==> config.mk <==
export PLATFORM = sky130hd
export DESIGN_NAME = wb_mem_arbiter
export DESIGN_NICKNAME = d
export VERILOG_FILES = /design/src/rtl/wb_arb_pkg.sv /design/src/rtl/wb_arb_picker.sv /design/src/rtl/wb_mem_arbiter.sv
export SDC_FILE = /design/constraint.sdc
export NUM_CORES = 1
export LEC_CHECK = 0
export ABC_AREA = 1
export ABC_CLOCK_PERIOD_IN_PS = 3510
export BUFFER_PORTS_ARGS = -buffer_cell sky130_fd_sc_hd__buf_2
export CAP_MARGIN = 20
export CORE_AREA = 2 2 106 108
export DETAILED_ROUTE_END_ITERATION = 16
export DIE_AREA = 0 0 108 110
export PLACE_DENSITY = 0.57
export SLEW_MARGIN = 15
export SYNTH_ARGS = -nofsm -noshare
export SYNTH_HDL_FRONTEND = slang
export SYNTH_SLANG_ARGS = --single-unit
==> constraint.sdc <==
create_clock -name clk -period 3.51 [get_ports clk]
set_clock_uncertainty 0.2 [all_clocks]
set_input_delay 0.351 -clock clk [delete_from_list [all_inputs] [get_ports clk]]
set_output_delay 0.351 -clock clk [all_outputs]
set_load 0.02 [all_outputs]
==> src/rtl/wb_arb_pkg.sv <==
// Shared definitions for the Wishbone memory arbiter: FSM encoding,
// timeout counter width and a constant-foldable clog2.
package wb_arb_pkg;

  typedef enum logic [1:0] {
    ST_IDLE  = 2'd0,
    ST_OWNED = 2'd1,
    ST_ABORT = 2'd2
  } arb_state_t;

  // Wide enough for the largest supported TIMEOUT_CYCLES (255).
  localparam int TMO_W = 8;

  function automatic int clog2(input int value);
    int r;
    r = 0;
    for (int i = 0; i < 32; i++) begin
      if ((1 << i) < value) r = i + 1;
    end
    return r;
  endfunction

endpackage

==> src/rtl/wb_arb_picker.sv <==
// Combinational winner search: scans requests starting at ptr+1 (mod NUM_MASTERS)
// and returns the first hit as a one-hot vector plus its index.
module wb_arb_picker
  import wb_arb_pkg::*;
#(
  parameter int NUM_MASTERS = 2,
  parameter int IDX_W       = 1
) (
  input  logic [NUM_MASTERS-1:0] req,
  input  logic [IDX_W-1:0]       ptr,
  output logic [NUM_MASTERS-1:0] winner,
  output logic [IDX_W-1:0]       idx
);

  logic found;
  int   pos;

  always_comb begin
    winner = '0;
    idx    = '0;
    found  = 1'b0;
    pos    = 0;
    for (int k = 0; k < NUM_MASTERS; k++) begin
      pos = (int'(ptr) + 1 + k) % NUM_MASTERS;
      if (!found && req[pos]) begin
        found       = 1'b1;
        winner[pos] = 1'b1;
        idx         = IDX_W'(pos);
      end
    end
  end

endmodule

==> src/rtl/wb_mem_arbiter.sv <==
// N-master to 1-slave Wishbone arbiter with bus lock and slave-ack timeout.
// Define WB_ARB_ROUND_ROBIN_EN for round-robin; otherwise fixed priority (index 0 highest).
module wb_mem_arbiter
  import wb_arb_pkg::*;
#(
  parameter int NUM_MASTERS    = 2,
  parameter int DATA_WIDTH     = 32,
  parameter int ADDR_WIDTH     = 32,
  parameter int TIMEOUT_CYCLES = 16
) (
  input  logic                              clk,
  input  logic                              rst,
  input  logic [NUM_MASTERS-1:0]            m_cyc_i,
  input  logic [NUM_MASTERS-1:0]            m_stb_i,
  input  logic [NUM_MASTERS-1:0]            m_we_i,
  input  logic [NUM_MASTERS*ADDR_WIDTH-1:0] m_adr_i,
  input  logic [NUM_MASTERS*DATA_WIDTH-1:0] m_dat_i,
  output logic [DATA_WIDTH-1:0]             m_dat_o,
  output logic [NUM_MASTERS-1:0]            m_ack_o,
  output logic [NUM_MASTERS-1:0]            m_err_o,
  output logic [NUM_MASTERS-1:0]            m_stall_o,
  output logic                              s_cyc_o,
  output logic                              s_stb_o,
  output logic                              s_we_o,
  output logic [ADDR_WIDTH-1:0]             s_adr_o,
  output logic [DATA_WIDTH-1:0]             s_dat_o,
  input  logic [DATA_WIDTH-1:0]             s_dat_i,
  input  logic                              s_ack_i,
  output logic [NUM_MASTERS-1:0]            o_grant
);

  localparam int IDX_W = (clog2(NUM_MASTERS) < 1) ? 1 : clog2(NUM_MASTERS);
  localparam logic [TMO_W-1:0] TMO_LAST = TMO_W'(TIMEOUT_CYCLES - 1);

  arb_state_t             state_reg, state_next;
  logic [NUM_MASTERS-1:0] grant_reg, grant_next;
  logic [IDX_W-1:0]       gidx_reg, gidx_next;
  logic [TMO_W-1:0]       tmo_reg, tmo_next;
  logic [NUM_MASTERS-1:0] pick_winner;
  logic [IDX_W-1:0]       pick_idx;
  logic [IDX_W-1:0]       ptr_sel;

  logic                  g_cyc, g_stb, g_we;
  logic [ADDR_WIDTH-1:0] g_adr;
  logic [DATA_WIDTH-1:0] g_dat;

  wb_arb_picker #(
    .NUM_MASTERS(NUM_MASTERS),
    .IDX_W      (IDX_W)
  ) u_picker (
    .req   (m_cyc_i),
    .ptr   (ptr_sel),
    .winner(pick_winner),
    .idx   (pick_idx)
  );

`ifdef WB_ARB_ROUND_ROBIN_EN
  logic [IDX_W-1:0] ptr_reg;

  always_ff @(posedge clk or negedge rst) begin
    if (!rst) begin
      ptr_reg <= IDX_W'(NUM_MASTERS - 1);
    end else if (state_reg == ST_IDLE && (|m_cyc_i)) begin
      ptr_reg <= pick_idx;
    end
  end

  assign ptr_sel = ptr_reg;
`else
  // Searching from (N-1)+1 = 0 makes the picker a plain fixed-priority encoder.
  assign ptr_sel = IDX_W'(NUM_MASTERS - 1);
`endif

  assign g_cyc = m_cyc_i[gidx_reg];
  assign g_stb = m_stb_i[gidx_reg];
  assign g_we  = m_we_i[gidx_reg];
  assign g_adr = m_adr_i[int'(gidx_reg)*ADDR_WIDTH +: ADDR_WIDTH];
  assign g_dat = m_dat_i[int'(gidx_reg)*DATA_WIDTH +: DATA_WIDTH];

  assign m_stall_o = m_cyc_i & ~grant_reg;
  assign m_dat_o   = s_dat_i;
  assign o_grant   = grant_reg;

  always_ff @(posedge clk or negedge rst) begin
    if (!rst) begin
      state_reg <= ST_IDLE;
      grant_reg <= '0;
      gidx_reg  <= '0;
      tmo_reg   <= '0;
    end else begin
      state_reg <= state_next;
      grant_reg <= grant_next;
      gidx_reg  <= gidx_next;
      tmo_reg   <= tmo_next;
    end
  end

  always_comb begin
    state_next = state_reg;
    grant_next = grant_reg;
    gidx_next  = gidx_reg;
    tmo_next   = tmo_reg;
    s_cyc_o    = 1'b0;
    s_stb_o    = 1'b0;
    s_we_o     = 1'b0;
    s_adr_o    = '0;
    s_dat_o    = '0;
    m_ack_o    = '0;
    m_err_o    = '0;

    case (state_reg)
      ST_IDLE: begin
        tmo_next = '0;
        if (|m_cyc_i) begin
          grant_next = pick_winner;
          gidx_next  = pick_idx;
          state_next = ST_OWNED;
        end
      end

      ST_OWNED: begin
        s_cyc_o = g_cyc;
        s_stb_o = g_stb;
        s_we_o  = g_we;
        s_adr_o = g_adr;
        s_dat_o = g_dat;
        m_ack_o = grant_reg & {NUM_MASTERS{s_ack_i}};
        // Error fires during the TIMEOUT_CYCLES-th consecutive unacked strobe cycle.
        if (g_stb && !s_ack_i) begin
          if (tmo_reg == TMO_LAST) begin
            m_err_o    = grant_reg;
            tmo_next   = '0;
            state_next = ST_ABORT;
          end else begin
            tmo_next = tmo_reg + 1'b1;
          end
        end else begin
          tmo_next = '0;
        end
        if (state_next == ST_OWNED && !g_cyc) begin
          grant_next = '0;
          state_next = ST_IDLE;
        end
      end

      ST_ABORT: begin
        if (!g_cyc) begin
          grant_next = '0;
          state_next = ST_IDLE;
        end
      end

      default: begin
        grant_next = '0;
        tmo_next   = '0;
        state_next = ST_IDLE;
      end
    endcase
  end

endmodule

==> impl_results.md <==
- Status: finished clean
- Remaining DRCs: 0
- Layout Cells excl Fill: 666
- Critical Path RT: 2.96 ns
- CP Data Arrival Time: 2.00 ns
- Ys Warns: 0
- Tcrit/Tclk final: 72.6%
- CTS tree: done
- Wire per inst: 12.3 µm
- Full die area: 0.0119 mm²
- CTS root buffer: clkbuf_8
- RSZ-0062 raised after global routing: no
- Cell variety after synth: 22
- Placed cell count: 661
- Vias in the first global route: 2,373
- IR Drop Worst-Case VDD: 0.000404 V
- Share of post-route cells with drive strength above 1: 43.3%
- Slew headroom: 51.0%
- CTS-repair resized insts: 0
- N_diodes: 0
- Critical path class: reg2out
- Site Rows: 38
- DRT iter0 DRCs: 181
- Io pins: 276
- Critical R2R Launch: gidx_reg[0]
- Die height: 110 µm
- Vias: 2,825
- Synth Cell Area: 0.00197 mm²
- Detailed-route wire length: 8.18 mm
- Hold path start: m_cyc_i[0]
- Core area: 0.0107 mm²
- Antenna violations before repair: 0
- Leak: 1.74 nW
- P per Cell Area: 717 mW/mm²
- # fillers: 1,231
- Pre-CTS setup slack: 1.18 ns
- Htree depth: 1
- Drt pass-1 iters: 4
- Initial Util: 18.4%
- First-pass GRT wire length: 11.4 mm
- CP Max Fanout: 34
- Final std cell area, no fill: 0.00292 mm²
- Max Cap Viol: 0
- Syn_area_per_cell: 5.44 µm²
- Worst-path clk slew: 0.06 ns
- CP Launch Point: gidx_reg[0]
- CTS buffer count: 3
- Worst setup SP type: register
- # clock sinks: 13
- Final setup viols: 0
- Max reg flops: 8
- GR Util All Layers: 11.7%
- Syn Nets: 532
- Seq/Total Area, Yosys: 16.5%
- Nets: 697
- Synth top area share: 31.8%
- Crit end category: output pin
- Largest net degree at the start of global routing: 71
- Fin worst setup slack: 0.961 ns
- Synth top area cells: nand2_1, a21oi_1, dfrtp_1
- Post-DP Area: 0.00286 mm²
- Slew Viols, Final: 0
- Hold WC Path Type: in2reg
- Die Width: 108 µm
- Port buffer count: 211
- Fin crit period: 2.55 ns
- Final ANT Viol Nets: 0
- Syn Inst Count: 362
- Fmax: 0.392 GHz
- Final Hold Vio Count: 0
- Final setup TNS: 0 ns
- Total power: 2.09 mW
- Worst-Skew Late Latency: 0.25 ns
- Gr ovfl total: 0
- Syn-to-layout area delta: 48.2%
- Routability-driven placement congestion ratio: 0.818
- Largest area contributor in the netlist: nand2_1
- Placed wire-length estimate: 6.56 mm
- Worst-margin pin slew: 0.735 ns
- Flops & latches, synth: 13
- Vias per inst: 4.24
- CTS Buffer Depth: 2
## path summary, 6_finish.rpt
check                                    to  cells after the start  slack [ns]
worst max-delay path             s_adr_o[9]                      5        0.96
worst min-delay path             o_grant[0]                      3        0.17
worst max register to register   o_grant[1]                      8        1.57
worst min register to register   tmo_reg[1]                      2        0.32
max in group asynchronous       gidx_reg[0]                      2        2.53
min in group asynchronous        tmo_reg[2]                      2        0.33
## synthesized netlist by cell type
cell and count:
nor2_4 3, buf_4 34, nand4_2 1, nor2_2 3
nor2_1 13, nand3_1 8, nand2_1 167, dfrtp_1 13
inv_2 2, clkbuf_1 6, o21ai_0 3, xnor2_1 1
buf_2 13, nor3_1 4, ha_1 1, a21oi_1 67
nand3_2 1, xor2_1 2, inv_1 17, buf_6 1
nand4_1 1, nand2_4 1
## where the power goes
part           switching, mW  leakage, nW  internal, mW
logic                   1.23         1.54         0.523
registers             0.0269        0.174         0.176
clock network         0.0562       0.0228        0.0803
total                   1.31         1.74         0.779
## kinds of logic (layout without fill, tap and decap cells)
logic type	after synthesis	after routing	synth area share [%]
XOR/XNOR	3	3	1.34
flip-flops	13	13	16.5
AND/OR/NAND/NOR	202	202	42.1
AO/OA/AOI/OAI	70	70	17.8
buffers and inverters	73	237	21.6
adder cells (fa/ha/maj)	1	1	0.636
## routing by layer
layer	track usage [%]	wire (µm)	vias up
li1	-	-	1431
met2	21.8	4130	137
met1	14.8	3290	1248
met4	1.65	72	0
met3	1.41	683	9
met5	0	0	-
## metrics by stage
stage / hold slack [ns] / util, %
after floorplan: -0.145 / -
after global placement: 0.0562 / 26.7
after detailed placement: 0.0583 / 26.7
after CTS: 0.179 / 27.3
after global routing: 0.196 / 27.3
final: 0.172 / 27.3
## layout make-up
class	instances	area, µm²	area share [%]
Sequential cell	13	327	11.2
Clock buffer	4	45.0	1.54
Multi-Input combinational cell	276	1220	41.7
Inverter	19	71.3	2.45
Timing Repair Buffer	214	1080	37.1
Tap cell	140	175	6.01
## cells in the final DEF, fill, tap and decap left out, types with 2 or more instances in the layout
master and instances:
buf_2 211, nand2_1 167, a21oi_1 67, inv_1 17, nor2_1 13, dfrtp_1 12
nand3_1 8, nor3_1 4, nor2_2 3, nor2_4 3, o21ai_0 3, clkbuf_8 3
inv_2 2, xor2_1 2, buf_4 2
## critical path, stage by stage, from the launching register on
cell,delay (ns)
dfrtp_2,0.40
inv_2,0.41
buf_4,0.42
nand2_1,0.09
a21oi_1,0.20
buf_2,0.22
## timing repair
action                                 CTS  global route
setup buffers                            0             0
endpoints found under the hold margin   13             0
hold buffers                             1             0
No activity file was read; power rests on OpenSTA's default activity.
